$ cat config.mk
export PLATFORM = sky130hd
export DESIGN_NAME = dom_share_compress_unit
export DESIGN_NICKNAME = d
export VERILOG_FILES = /design/src/rtl/dom_pkg.sv /design/src/rtl/dom_cross_reg.sv /design/src/rtl/dom_share_compress_unit.sv
export SDC_FILE = /design/constraint.sdc
export NUM_CORES = 1
export LEC_CHECK = 0
export CORE_MARGIN = 2
export CORE_UTILIZATION = 35
export CTS_CLUSTER_DIAMETER = 150
export DETAILED_ROUTE_END_ITERATION = 8
export PLACE_DENSITY = 0.66
export SYNTH_ARGS = -nofsm -noshare
export SYNTH_HDL_FRONTEND = slang
export SYNTH_SLANG_ARGS = --single-unit
$ cat constraint.sdc
create_clock -name clk -period 3.8 [get_ports clk]
set_clock_uncertainty 0.2 [all_clocks]
set_input_delay 0.38 -clock clk [delete_from_list [all_inputs] [get_ports clk]]
set_output_delay 0.38 -clock clk [all_outputs]
set_load 0.1 [all_outputs]
$ cat src/rtl/dom_pkg.sv
// Shared definitions for the DOM share-compression datapath.
// Contents:
//   DomNBits   - default number of lanes compressed in parallel
//   DomCntW    - default width of the randomness-consumption counter
//   DomMaxBits - widest lane vector supported
//   dom_share2_t - a 2-share lane vector (share 0 and share 1)
package dom_pkg;

    localparam int unsigned DomNBits   = 4;
    localparam int unsigned DomCntW    = 16;
    localparam int unsigned DomMaxBits = 16;

    typedef struct packed {
        logic [DomMaxBits-1:0] s1;
        logic [DomMaxBits-1:0] s0;
    } dom_share2_t;

endpackage

$ cat src/rtl/dom_cross_reg.sv
// Blind-and-register stage for the cross-domain partial products.
// Both cross terms of a lane vector are masked with the same fresh word and
// captured together, so neither term ever reaches logic downstream unmasked.
// Ports:
//   clk, rst_n - clock, asynchronous active-low reset
//   load_i     - capture blinded cross terms this cycle
//   clr_i      - zero the stored terms (ignored while load_i is high)
//   p01_i      - cross term share0 x share1
//   p10_i      - cross term share1 x share0
//   rnd_i      - fresh mask word
//   c0_o, c1_o - registered blinded cross terms
module dom_cross_reg
    import dom_pkg::*;
#(
    parameter int unsigned N_BITS = DomNBits
) (
    input  logic              clk,
    input  logic              rst_n,
    input  logic              load_i,
    input  logic              clr_i,
    input  logic [N_BITS-1:0] p01_i,
    input  logic [N_BITS-1:0] p10_i,
    input  logic [N_BITS-1:0] rnd_i,
    output logic [N_BITS-1:0] c0_o,
    output logic [N_BITS-1:0] c1_o
);

    logic [N_BITS-1:0] c0_q, c0_d;
    logic [N_BITS-1:0] c1_q, c1_d;

    always_comb begin
        c0_d = c0_q;
        c1_d = c1_q;
        if (load_i) begin
            c0_d = p01_i ^ rnd_i;
            c1_d = p10_i ^ rnd_i;
        end else if (clr_i) begin
            c0_d = '0;
            c1_d = '0;
        end
    end

    always_ff @(posedge clk or negedge rst_n) begin
        if (!rst_n) begin
            c0_q <= '0;
            c1_q <= '0;
        end else begin
            c0_q <= c0_d;
            c1_q <= c1_d;
        end
    end

    assign c0_o = c0_q;
    assign c1_o = c1_q;

endmodule

$ cat src/rtl/dom_share_compress_unit.sv
// Two-stage DOM compression of 2-share partial products into a registered
// 2-share result, with valid/ready on both sides and a randomness gate.
// Stage 1 holds the blinded cross terms and the raw inner terms; stage 2
// recombines them (q0 = i0 ^ c0, q1 = i1 ^ c1) so q0 ^ q1 equals the XOR
// of all four partial products regardless of the mask.
// Ports:
//   clk, rst_n          - clock, asynchronous active-low reset
//   in_valid / in_ready - input handshake (in_ready also needs rnd_valid)
//   p00, p01, p10, p11  - partial products per lane
//   rnd, rnd_valid      - fresh mask word and its availability
//   out_valid/out_ready - output handshake
//   q0, q1              - compressed shares
//   rnd_used            - saturating count of accepted input sets
// Build option: DOM_STALE_CLEAR_EN zeroes stage data once a stage drains
// without being refilled; handshake timing is unchanged.
module dom_share_compress_unit
    import dom_pkg::*;
#(
    parameter int unsigned N_BITS = DomNBits,
    parameter int unsigned CNT_W  = DomCntW
) (
    input  logic              clk,
    input  logic              rst_n,
    input  logic              in_valid,
    output logic              in_ready,
    input  logic [N_BITS-1:0] p00,
    input  logic [N_BITS-1:0] p01,
    input  logic [N_BITS-1:0] p10,
    input  logic [N_BITS-1:0] p11,
    input  logic [N_BITS-1:0] rnd,
    input  logic              rnd_valid,
    output logic              out_valid,
    input  logic              out_ready,
    output logic [N_BITS-1:0] q0,
    output logic [N_BITS-1:0] q1,
    output logic [CNT_W-1:0]  rnd_used
);

    logic              s1_valid_q, s1_valid_d;
    logic [N_BITS-1:0] i0_q, i0_d;
    logic [N_BITS-1:0] i1_q, i1_d;
    logic [N_BITS-1:0] c0, c1;
    logic              out_valid_q, out_valid_d;
    logic [N_BITS-1:0] q0_q, q0_d;
    logic [N_BITS-1:0] q1_q, q1_d;
    logic [CNT_W-1:0]  cnt_q, cnt_d;

    logic accept;
    logic s1_adv;
    logic out_drain;
    logic s1_clr;
    logic s2_clr;

    assign s1_adv    = s1_valid_q & (~out_valid_q | out_ready);
    assign in_ready  = rnd_valid & (~s1_valid_q | s1_adv);
    assign accept    = in_valid & in_ready;
    assign out_drain = out_valid_q & out_ready;

`ifdef DOM_STALE_CLEAR_EN
    assign s1_clr = s1_adv & ~accept;
    assign s2_clr = out_drain & ~s1_adv;
`else
    assign s1_clr = 1'b0;
    assign s2_clr = 1'b0;
`endif

    dom_cross_reg #(
        .N_BITS (N_BITS)
    ) u_cross (
        .clk    (clk),
        .rst_n  (rst_n),
        .load_i (accept),
        .clr_i  (s1_clr),
        .p01_i  (p01),
        .p10_i  (p10),
        .rnd_i  (rnd),
        .c0_o   (c0),
        .c1_o   (c1)
    );

    always_comb begin
        s1_valid_d = s1_valid_q;
        i0_d       = i0_q;
        i1_d       = i1_q;
        if (accept) begin
            s1_valid_d = 1'b1;
            i0_d       = p00;
            i1_d       = p11;
        end else if (s1_adv) begin
            s1_valid_d = 1'b0;
            if (s1_clr) begin
                i0_d = '0;
                i1_d = '0;
            end
        end
    end

    always_comb begin
        out_valid_d = out_valid_q;
        q0_d        = q0_q;
        q1_d        = q1_q;
        if (s1_adv) begin
            out_valid_d = 1'b1;
            q0_d        = i0_q ^ c0;
            q1_d        = i1_q ^ c1;
        end else if (out_drain) begin
            out_valid_d = 1'b0;
            if (s2_clr) begin
                q0_d = '0;
                q1_d = '0;
            end
        end
    end

    // Saturate instead of wrapping so the count never understates use.
    always_comb begin
        cnt_d = cnt_q;
        if (accept && (cnt_q != {CNT_W{1'b1}})) begin
            cnt_d = cnt_q + CNT_W'(1);
        end
    end

    always_ff @(posedge clk or negedge rst_n) begin
        if (!rst_n) begin
            s1_valid_q  <= 1'b0;
            i0_q        <= '0;
            i1_q        <= '0;
            out_valid_q <= 1'b0;
            q0_q        <= '0;
            q1_q        <= '0;
            cnt_q       <= '0;
        end else begin
            s1_valid_q  <= s1_valid_d;
            i0_q        <= i0_d;
            i1_q        <= i1_d;
            out_valid_q <= out_valid_d;
            q0_q        <= q0_d;
            q1_q        <= q1_d;
            cnt_q       <= cnt_d;
        end
    end

    assign out_valid = out_valid_q;
    assign q0        = q0_q;
    assign q1        = q1_q;
    assign rnd_used  = cnt_q;

endmodule

### Word-level counts from Yosys, hierarchy flattened

Cells that the tools add are included.

* logic and storage cells: 30
* register bits after elaboration: 42

* reduce and logical (&&, ||, !) cells: 3
* muxes and demuxes: 4
* bitwise gates (word level): 12
* add/sub/neg operators: 1
* eq/ne operators: 1

Operator list (number)
* 16-bit by 1-bit adder with 16-bit output (second input constant): 1
* 16-bit != test (second input constant): 1
* 4-bit bitwise XOR: 4
* 1-bit AND: 4
* 1-bit two-way mux: 4
* 2-bit nonzero test: 2
* 1-bit NOT: 2
* 1-bit bitwise OR: 2
* 1-bit logical AND: 1

### Logic depth before layout (Yosys ltp)

Gate-level depths: netlist of run 1.

* depth after elaboration: 7
* depth in mapped cells: 6
* gate-level depth less buffers: 5

### Hierarchy

A second synthesis of run 1 with hierarchy kept.

* cell total of the unflattened synthesis: 183
* area total of the unflattened synthesis: 1981.9 µm²

By module, submodules not included
* dom_share_compress_unit: area each 1610.3 µm², seq. area each 850.8 µm², instances 1, cells each 157
* dom_cross_reg: area each 371.6 µm², seq. area each 200.2 µm², instances 1, cells each 26

### Worst setup path before layout of run 1

No wires, ideal clock.

* kind: reg-to-output
* from: reg out_valid_q, in the netlist out_valid
* to: out in_ready
* stages on the path, launching flop included: 3
* slack: 1378 ps
* required time: 3220 ps
* arrival time: 1842 ps
* path through: dfrtp_1 -> nand3b_1 -> and2_1

* longest elaborated chain between the ends: 5

RTL lines
* start: declaration: line dom_share_compress_unit.sv:43 `logic out_valid_q, out_valid_d;`
* start signal: assignment: line dom_share_compress_unit.sv:136 `out_valid_q <= out_valid_d;`
* 1-bit NOT: line dom_share_compress_unit.sv:54 `assign s1_adv = s1_valid_q & (~out_valid_q | out_ready);`
* 1-bit bitwise OR: line dom_share_compress_unit.sv:54
* 1-bit AND: line dom_share_compress_unit.sv:54
* 1-bit bitwise OR: line dom_share_compress_unit.sv:55 `assign in_ready = rnd_valid & (~s1_valid_q | s1_adv);`
* 1-bit AND: line dom_share_compress_unit.sv:55
* end: declaration: line dom_share_compress_unit.sv:25 `output logic in_ready,`

Every way passes these cells.

### Worst setup path in the final report of run 1

* from: reg cnt_q[4], in the netlist rnd_used[4]
* to: out rnd_used[4]

RTL lines
* start: declaration: line dom_share_compress_unit.sv:46 `logic [CNT_W-1:0] cnt_q, cnt_d;`
* start signal: assignment: line dom_share_compress_unit.sv:139 `cnt_q <= cnt_d;`
* end: declaration: line dom_share_compress_unit.sv:36 `output logic [CNT_W-1:0] rnd_used`

No word-level cell between the ends.

==> impl_metrics.csv, run 1 <==
group,metric,value,unit
status,status,"finished, final reports clean",
place,port_buffers,50,
clock_network,root_buffer,"clkbuf_8",
floorplan,die_w,77.52,um
clock_network,cts_tree,"done",
critical_path,path_buf_inv,1,
floorplan,fp.dieH,77.52,um
yosys,yosys_warnings,0,
floorplan,fp.coreArea,5172,sq um
routing,drc,0,
yosys,ys_top_cells_by_area,"dfrtp_1 (56%), xnor2_1 (13%), nand2_1 (8.9%)",
floorplan,dieArea,6009,sq um
critical_path,slowest_delay,1.18,ns
yosys,synth_top_area_cell,"dfrtp_1",
yosys,synth_mux_area_share,1.587,%
global_route,grt_antenna_before_repair,0,
place,gp_congestion,0.7168,
yosys,yosys.area_share.simple,22.55,%
timing,min_period_over_period,66.90,%
timing,finalSetupTns,0,ns
timing,setup-violations-final,0,
clock_network,clockBufferDepth,2,
routing,dr_wl_met3,227,um
critical_path,path_class,"reg2out",
critical_path,arrival,1.96,ns
timing,period_needed,2.542,ns
floorplan,rows,26,
yosys,synth-xor-area-share,13.89,%
timing,fmax,393.4,MHz
routing,avgRoutedWirePerCell,12.97,um
yosys,syn_inst,181,
layout,final_core_util,49.52,%
timing,slew_viol_final,0,
routing,wl_met2,1730,um
min_path,hp-class,"in2async",
layout,final_nets,259,
global_route,grt_pass1_vias,1432,
clock_network,clock_sinks,42,
clock_network,post-cts-setup-buffers,0,
critical_path,critPathLaunch,"rnd_used[4]$_DFFE_PN0P_",
clock_network,post_cts_resized,0,
global_route,grt-ovfl-total,0,
yosys,synth-seq-cells,42,
clock_network,path_clk_slew,0.08,ns
floorplan,initial_utilization,36.57,%
place,dp_hpwl,2728,um
global_route,grt_first_pass_wirelength,6762,um
routing,first_pass_iters,4,
layout,n_antenna_cell,0,
yosys,synth_compound_area_share,4.233,%
yosys,synth.cell_area,1892,sq um
yosys,ys_types,26,
routing,avgViaCountPerCell,4.760,
critical_path,crit_chain,"clkdlybuf4s50_1",
critical_path,cp.required,3.22,ns
yosys,ys_seq_area_share,55.56,%
critical_path,path_max_fanout,6,
routing,met1_length,1941,um
timing,final_hold_viol_count,0,
global_route,grt_max_degree,43,
yosys,synth_nets,207,
critical_path,cp_top_family,"buffers and inverters",
critical_path,r2r_start,"out_valid$_DFFE_PN0P_",
yosys,synthAdderAreaFrac,0.6614,%
yosys,yosysTopAreaCellShare,55.56,%
routing,drtIter0Drc,70,
timing,tightest_slew,0.9869,ns
yosys,syn_avg_cell_area,10.45,sq um
critical_path,cp_slowest_cell,"clkdlybuf4s50_1",
global_route,grt_use_total,14.36,%
critical_path,end_kind,"output pin",
clock_network,h-tree-depth,2,
pwr,power_density,689.1,nW/um^2
timing,slew-limit-headroom,34.00,%
pwr,p_leak,0.001090,uW
clock_network,postCtsHoldBufs,0,
clock_network,clkLatencyLatePin,0.30,ns
routing,highest_layer,"met4",
pwr,ir_drop,674.1,uV
layout,final_layout_size_suffix_gt1_share,6.838,%
yosys,synth_top_family_by_area,"simple AND/OR/NAND/NOR gates",
routing,wl,3943,um
timing,rsz0062_at_grt,"no",
floorplan,ios,51,
routing,antenna_left,0,
routing,routed-via-count,1447,
layout,area_growth,35.38,%
run,drv_cap,0,
clock_network,cts_buffers,5,
critical_path,crit_path_start_kind,"flop",
-- metal layers --
metal | up-vias | GRT usage, %
met4 | 0 | 4.286
met5 | - | 0
met2 | 47 | 20.70
met1 | 681 | 20.59
li1 | 712 | -
met3 | 7 | 4.651
-- cells in the mapped netlist, drive strengths merged --
cell type / number
and2: 3
nand4: 7
xor2: 3
o21ai: 16
and4: 6
nand3b: 2
nand3: 9
nor2b: 1
clkbuf: 3
xnor2: 27
nand2b: 3
and4b: 1
and3: 2
mux2: 2
ha: 1
nand2: 45
nor3: 3
buf: 3
nor2: 2
dfrtp: 42
-- worst register-to-register path: cells and delay by family, from the launching register on --
kind          cells  cell delay [ns]
mux               1             0.31
simple gates      3             0.90
flops             1             0.40
-- cells by family (layout without fill, tap and decap cells) --
family                     Yosys count  in the layout
xor gates and xnor gates            30             30
muxes                                2              2
AOI/OAI and AO/OA                   16             16
DFF                                 42             42
and+or+nand+nor                     84             84
adders and majority gates            1              1
buffers and inverters                6             59
-- worst paths after layout --
path | endpoint | slack, ns | cells after the start
worst max-delay path | rnd_used[4] | 1.26 | 1
worst max register to register | rnd_used[1]$_DFFE_PN0P_ | 1.88 | 4
worst min-delay path | q0[3]$_DFFE_PN0P_ | 0.008 | 1
max in group asynchronous | rnd_used[8]$_DFFE_PN0P_ | 2.82 | 1
min in group clk | q0[2]$_DFFE_PN0P_ | 0.28 | 2
worst min register to register | q0[2]$_DFFE_PN0P_ | 0.28 | 2
-- per-stage QoR --
stage / total power (uW) / cell area, sq um / hold slack, ns / setup slack [ns] / instances
finish: 1765 / 2561 / 0.007878 / 1.258 / 304
global route: 1839 / 2561 / 0.08452 / 1.209 / 304
CTS: 1776 / 2561 / 0.04447 / 1.250 / 304
detailed placement: 1420 / 2451 / 0.2714 / 1.378 / 296
global placement: 1419 / 2451 / 0.2637 / 1.430 / 296
floorplan: 1213 / 1892 / -0.1156 / 1.378 / 181
-- power breakdown --
part           switching [uW]  internal, uW
Sequential               90.1           537
Clock                     153           196
Combinational             584           204
Total                     828           937
-- layout by cell type (no fill, tap or decap) --
| master | instances |
|---|---|
| nand3_1 | 8 |
| and4b_1 | 1 |
| mux2_4 | 2 |
| clkdlybuf4s50_1 | 48 |
| nand4_1 | 7 |
| nor2_2 | 1 |
| nor2b_1 | 1 |
| bufinv_16 | 1 |
| nand3_2 | 1 |
| nor3_1 | 3 |
| nand2b_1 | 3 |
| nor2_1 | 1 |
| xor2_1 | 3 |
| xnor2_1 | 27 |
| buf_2 | 1 |
| dfrtp_1 | 42 |
| clkbuf_8 | 5 |
| ha_1 | 1 |
| and4_1 | 4 |
| buf_4 | 2 |
| clkbuf_1 | 1 |
| and3_1 | 2 |
| clkinvlp_4 | 1 |
| nand3b_1 | 2 |
| and4_4 | 2 |
| and2_1 | 3 |
| nand2_1 | 45 |
| o21ai_0 | 16 |
-- cell type report --
type / count / area (sq um)
tap: 70 / 87.58
fill: 464 / 2611
clock inverter: 2 / 37.54
clock buffer: 6 / 72.57
multi-input combinational: 133 / 812.0
sequential: 42 / 1051
timing repair buffer: 51 / 500.5
-- state kept, by name (all words and copies together), names as in the netlist --
signal / flops
rnd_used: 16
i0_q: 4
i1_q: 4
q0: 4
q1: 4
u_cross.c0_o: 4
u_cross.c1_o: 4
out_valid: 1
s1_valid_q: 1
Note: power is estimated with default switching activity, not from simulation.
==> run 2, diff against run 1 <==
--- a/config.mk
+++ b/config.mk
@@ -9,7 +9,7 @@
 export CORE_UTILIZATION = 35
 export CTS_CLUSTER_DIAMETER = 150
 export DETAILED_ROUTE_END_ITERATION = 8
-export PLACE_DENSITY = 0.66
+export PLACE_DENSITY = 0.68
 export SYNTH_ARGS = -nofsm -noshare
 export SYNTH_HDL_FRONTEND = slang
 export SYNTH_SLANG_ARGS = --single-unit
==> constraint.sdc (replaced) <==
create_clock -name clk -period 2.15 [get_ports clk]
set_clock_uncertainty 0.2 [all_clocks]
set_input_delay 0.215 -clock clk [delete_from_list [all_inputs] [get_ports clk]]
set_output_delay 0.215 -clock clk [all_outputs]
set_load 0.1 [all_outputs]
==> impl_metrics.csv, run 2 (synthesis results as in run 1) <==
group,metric,value,unit
pwr,p_seq_share,35.9,%
clock_network,clockBufferDepth,2,
layout,final_common_cell,"nand2_1",
pwr,power_density,1205,nW/um^2
routing,first_pass_iters,4,
critical_path,arrival,1.95,ns
place,port_buffers,50,
timing,fmax,515.0,MHz
place,gp_congestion,0.8009,
timing,finalSetupTns,0,ns
routing,antenna_left,0,
global_route,met3_usage,4.302,%
critical_path,reg2reg_slack,0.21,ns
critical_path,path_max_fanout,11,
global_route,grt_use_met2,23.65,%
global_route,grt_pass1_vias,1397,
timing,setup-violations-final,0,
critical_path,crit_path_start_kind,"flop",
timing,period_needed,1.942,ns
critical_path,slowest_delay,0.40,ns
status,status,"finished, final reports clean",
min_path,hp-class,"in2async",
floorplan,ios,51,
timing,tightest_slew,0.5838,ns
routing,drtIter0Drc,38,
critical_path,path_class,"reg2reg",
global_route,grt_use_total,14.28,%
critical_path,crit_chain,"ha_1, and4_4, nand4_1, nand4_1, xnor2_1",
timing,final_hold_viol_count,0,
routing,drc,0,
critical_path,cp.required,2.16,ns
global_route,use_met1,18.21,%
critical_path,end_kind,"flop",
routing,wl,4007,um
floorplan,fp.dieH,77.52,um
floorplan,rows,26,
pwr,p_leak,0.001155,uW
pwr,ir_drop,745.8,uV
critical_path,cp_slowest_cell,"dfrtp_2",
floorplan,initial_utilization,36.57,%
floorplan,fp.coreArea,5172,sq um
layout,largest_register_ffs,16,
timing,rsz0062_at_grt,"no",
clock_network,clock_sinks,42,
clock_network,cts_tree,"done",
global_route,grt.busiest_layer,"met2",
layout,final_core_util,49.66,%
place,dp_hpwl,2931,um
floorplan,die_w,77.52,um
pwr,combPwrFrac,44.2,%
pwr,switching_share,47.01,%
layout,final_nets,265,
layout,stdcell_area,2569,sq um
routing,avgViaCountPerCell,4.648,
timing,slew_viol_final,0,
run,drv_cap,0,
critical_path,cp_common_cell,"nand4_1",
clock_network,h-tree-depth,2,
clock_network,path_clk_slew,0.08,ns
global_route,grt_first_pass_wirelength,6762,um
clock_network,cts_buffers,5,
pwr,p_int,1640,uW
global_route,grt_max_degree,28,
layout,area_growth,35.78,%
timing,slew-limit-headroom,61.08,%
global_route,grt-ovfl-total,0,
layout,final_layout_size_suffix_gt1_share,22.50,%
pwr,power.net_switching,1455,uW
clock_network,post_cts_resized,0,
layout,final_cell_mix,"nand2_1 (45), dfrtp_1 (35), buf_4 (31)",
pwr,clock_power_share,19.9,%
global_route,grt_antenna_before_repair,0,
clock_network,root_buffer,"clkbuf_8",
clock_network,clkLatencyLatePin,0.29,ns
timing,min_period_over_period,90.31,%
floorplan,dieArea,6009,sq um
place,placed_area,2449,sq um
layout,n_antenna_cell,0,
routing,routed-via-count,1441,
routing,avgRoutedWirePerCell,12.93,um
[run 2: changes by cell type in the layout (fill, tap and decap cells not counted)]
cell | before | now
buf_4 | 2 | 31
clkdlybuf4s50_1 | 48 | 23
dfrtp_1 | 42 | 35
dfrtp_2 | 0 | 7
and2_1 | 3 | 2
and2_2 | 0 | 1
buf_12 | 0 | 1
dlygate4sd3_1 | 0 | 1
[run 2: path summary, 6_finish.rpt]
path / startpoint / to / depth (start not counted)
hold reg to reg: q1[0]$_DFFE_PN0P_ / q1[0]$_DFFE_PN0P_ / 2
setup reg to reg: rnd_used[0]$_DFFE_PN0P_ / rnd_used[14]$_DFFE_PN0P_ / 5
max in group asynchronous: rst_n / i1_q[2]$_DFFE_PN0P_ / 3
min in group clk: p00[0] / i0_q[0]$_DFFE_PN0P_ / 3
setup / recovery: rnd_used[0]$_DFFE_PN0P_ / rnd_used[14]$_DFFE_PN0P_ / 5
hold / removal: rst_n / q0[0]$_DFFE_PN0P_ / 2
[run 2: layer usage]
metal	wire, um	part of all wire [%]
met3	215	5.4
met2	1851	46
met1	1899	47
met4	41	1.0
met5	0	0
[run 2: cell type report]
class                           instances  area [sq um]
Clock inverter                          2         37.54
Tap cell                               70         87.58
Clock buffer                            6         72.57
Sequential cell                        42          1060
Fill cell                             489          2604
Timing Repair Buffer                   57         498.0
Multi-Input combinational cell        133         813.3
[run 2: metrics by stage]
step           cells  setup slack, ns  hold slack (ns)  power, uW
2_1_floorplan    181         -0.04879          -0.2806       2157
5_1_grt          310          0.06426           0.2595       3238
3_3_place_gp     301           0.2323          0.04490       2485
6_report         310           0.2084           0.2466       3095
3_5_place_dp     301           0.2168          0.05300       2506
4_1_cts          310           0.1885           0.2443       3132
[run 2: power by group through the flow]
stage | Sequential [uW] | Combinational (uW) | Clock, uW
2_1_floorplan | 1920 | 240 | 0
3_3_place_gp | 1130 | 1360 | 0
3_5_place_dp | 1130 | 1380 | 0
4_1_cts | 1110 | 1380 | 636
5_1_grt | 1140 | 1430 | 670
6_report | 1110 | 1370 | 616
[run 2: repair_timing]
item                      4_1_cts  5_1_grt
hold buffers                    1        0
buffers inserted                0        0
hold endpoints to repair       25        0
[run 2: critical path, delay by kind of cell, from the launching register on]
family / cells / cell delay, ns
xor gates and xnor gates: 1 / 0.13
DFF: 1 / 0.40
adders and majority gates: 1 / 0.21
and+or+nand+nor: 3 / 0.92
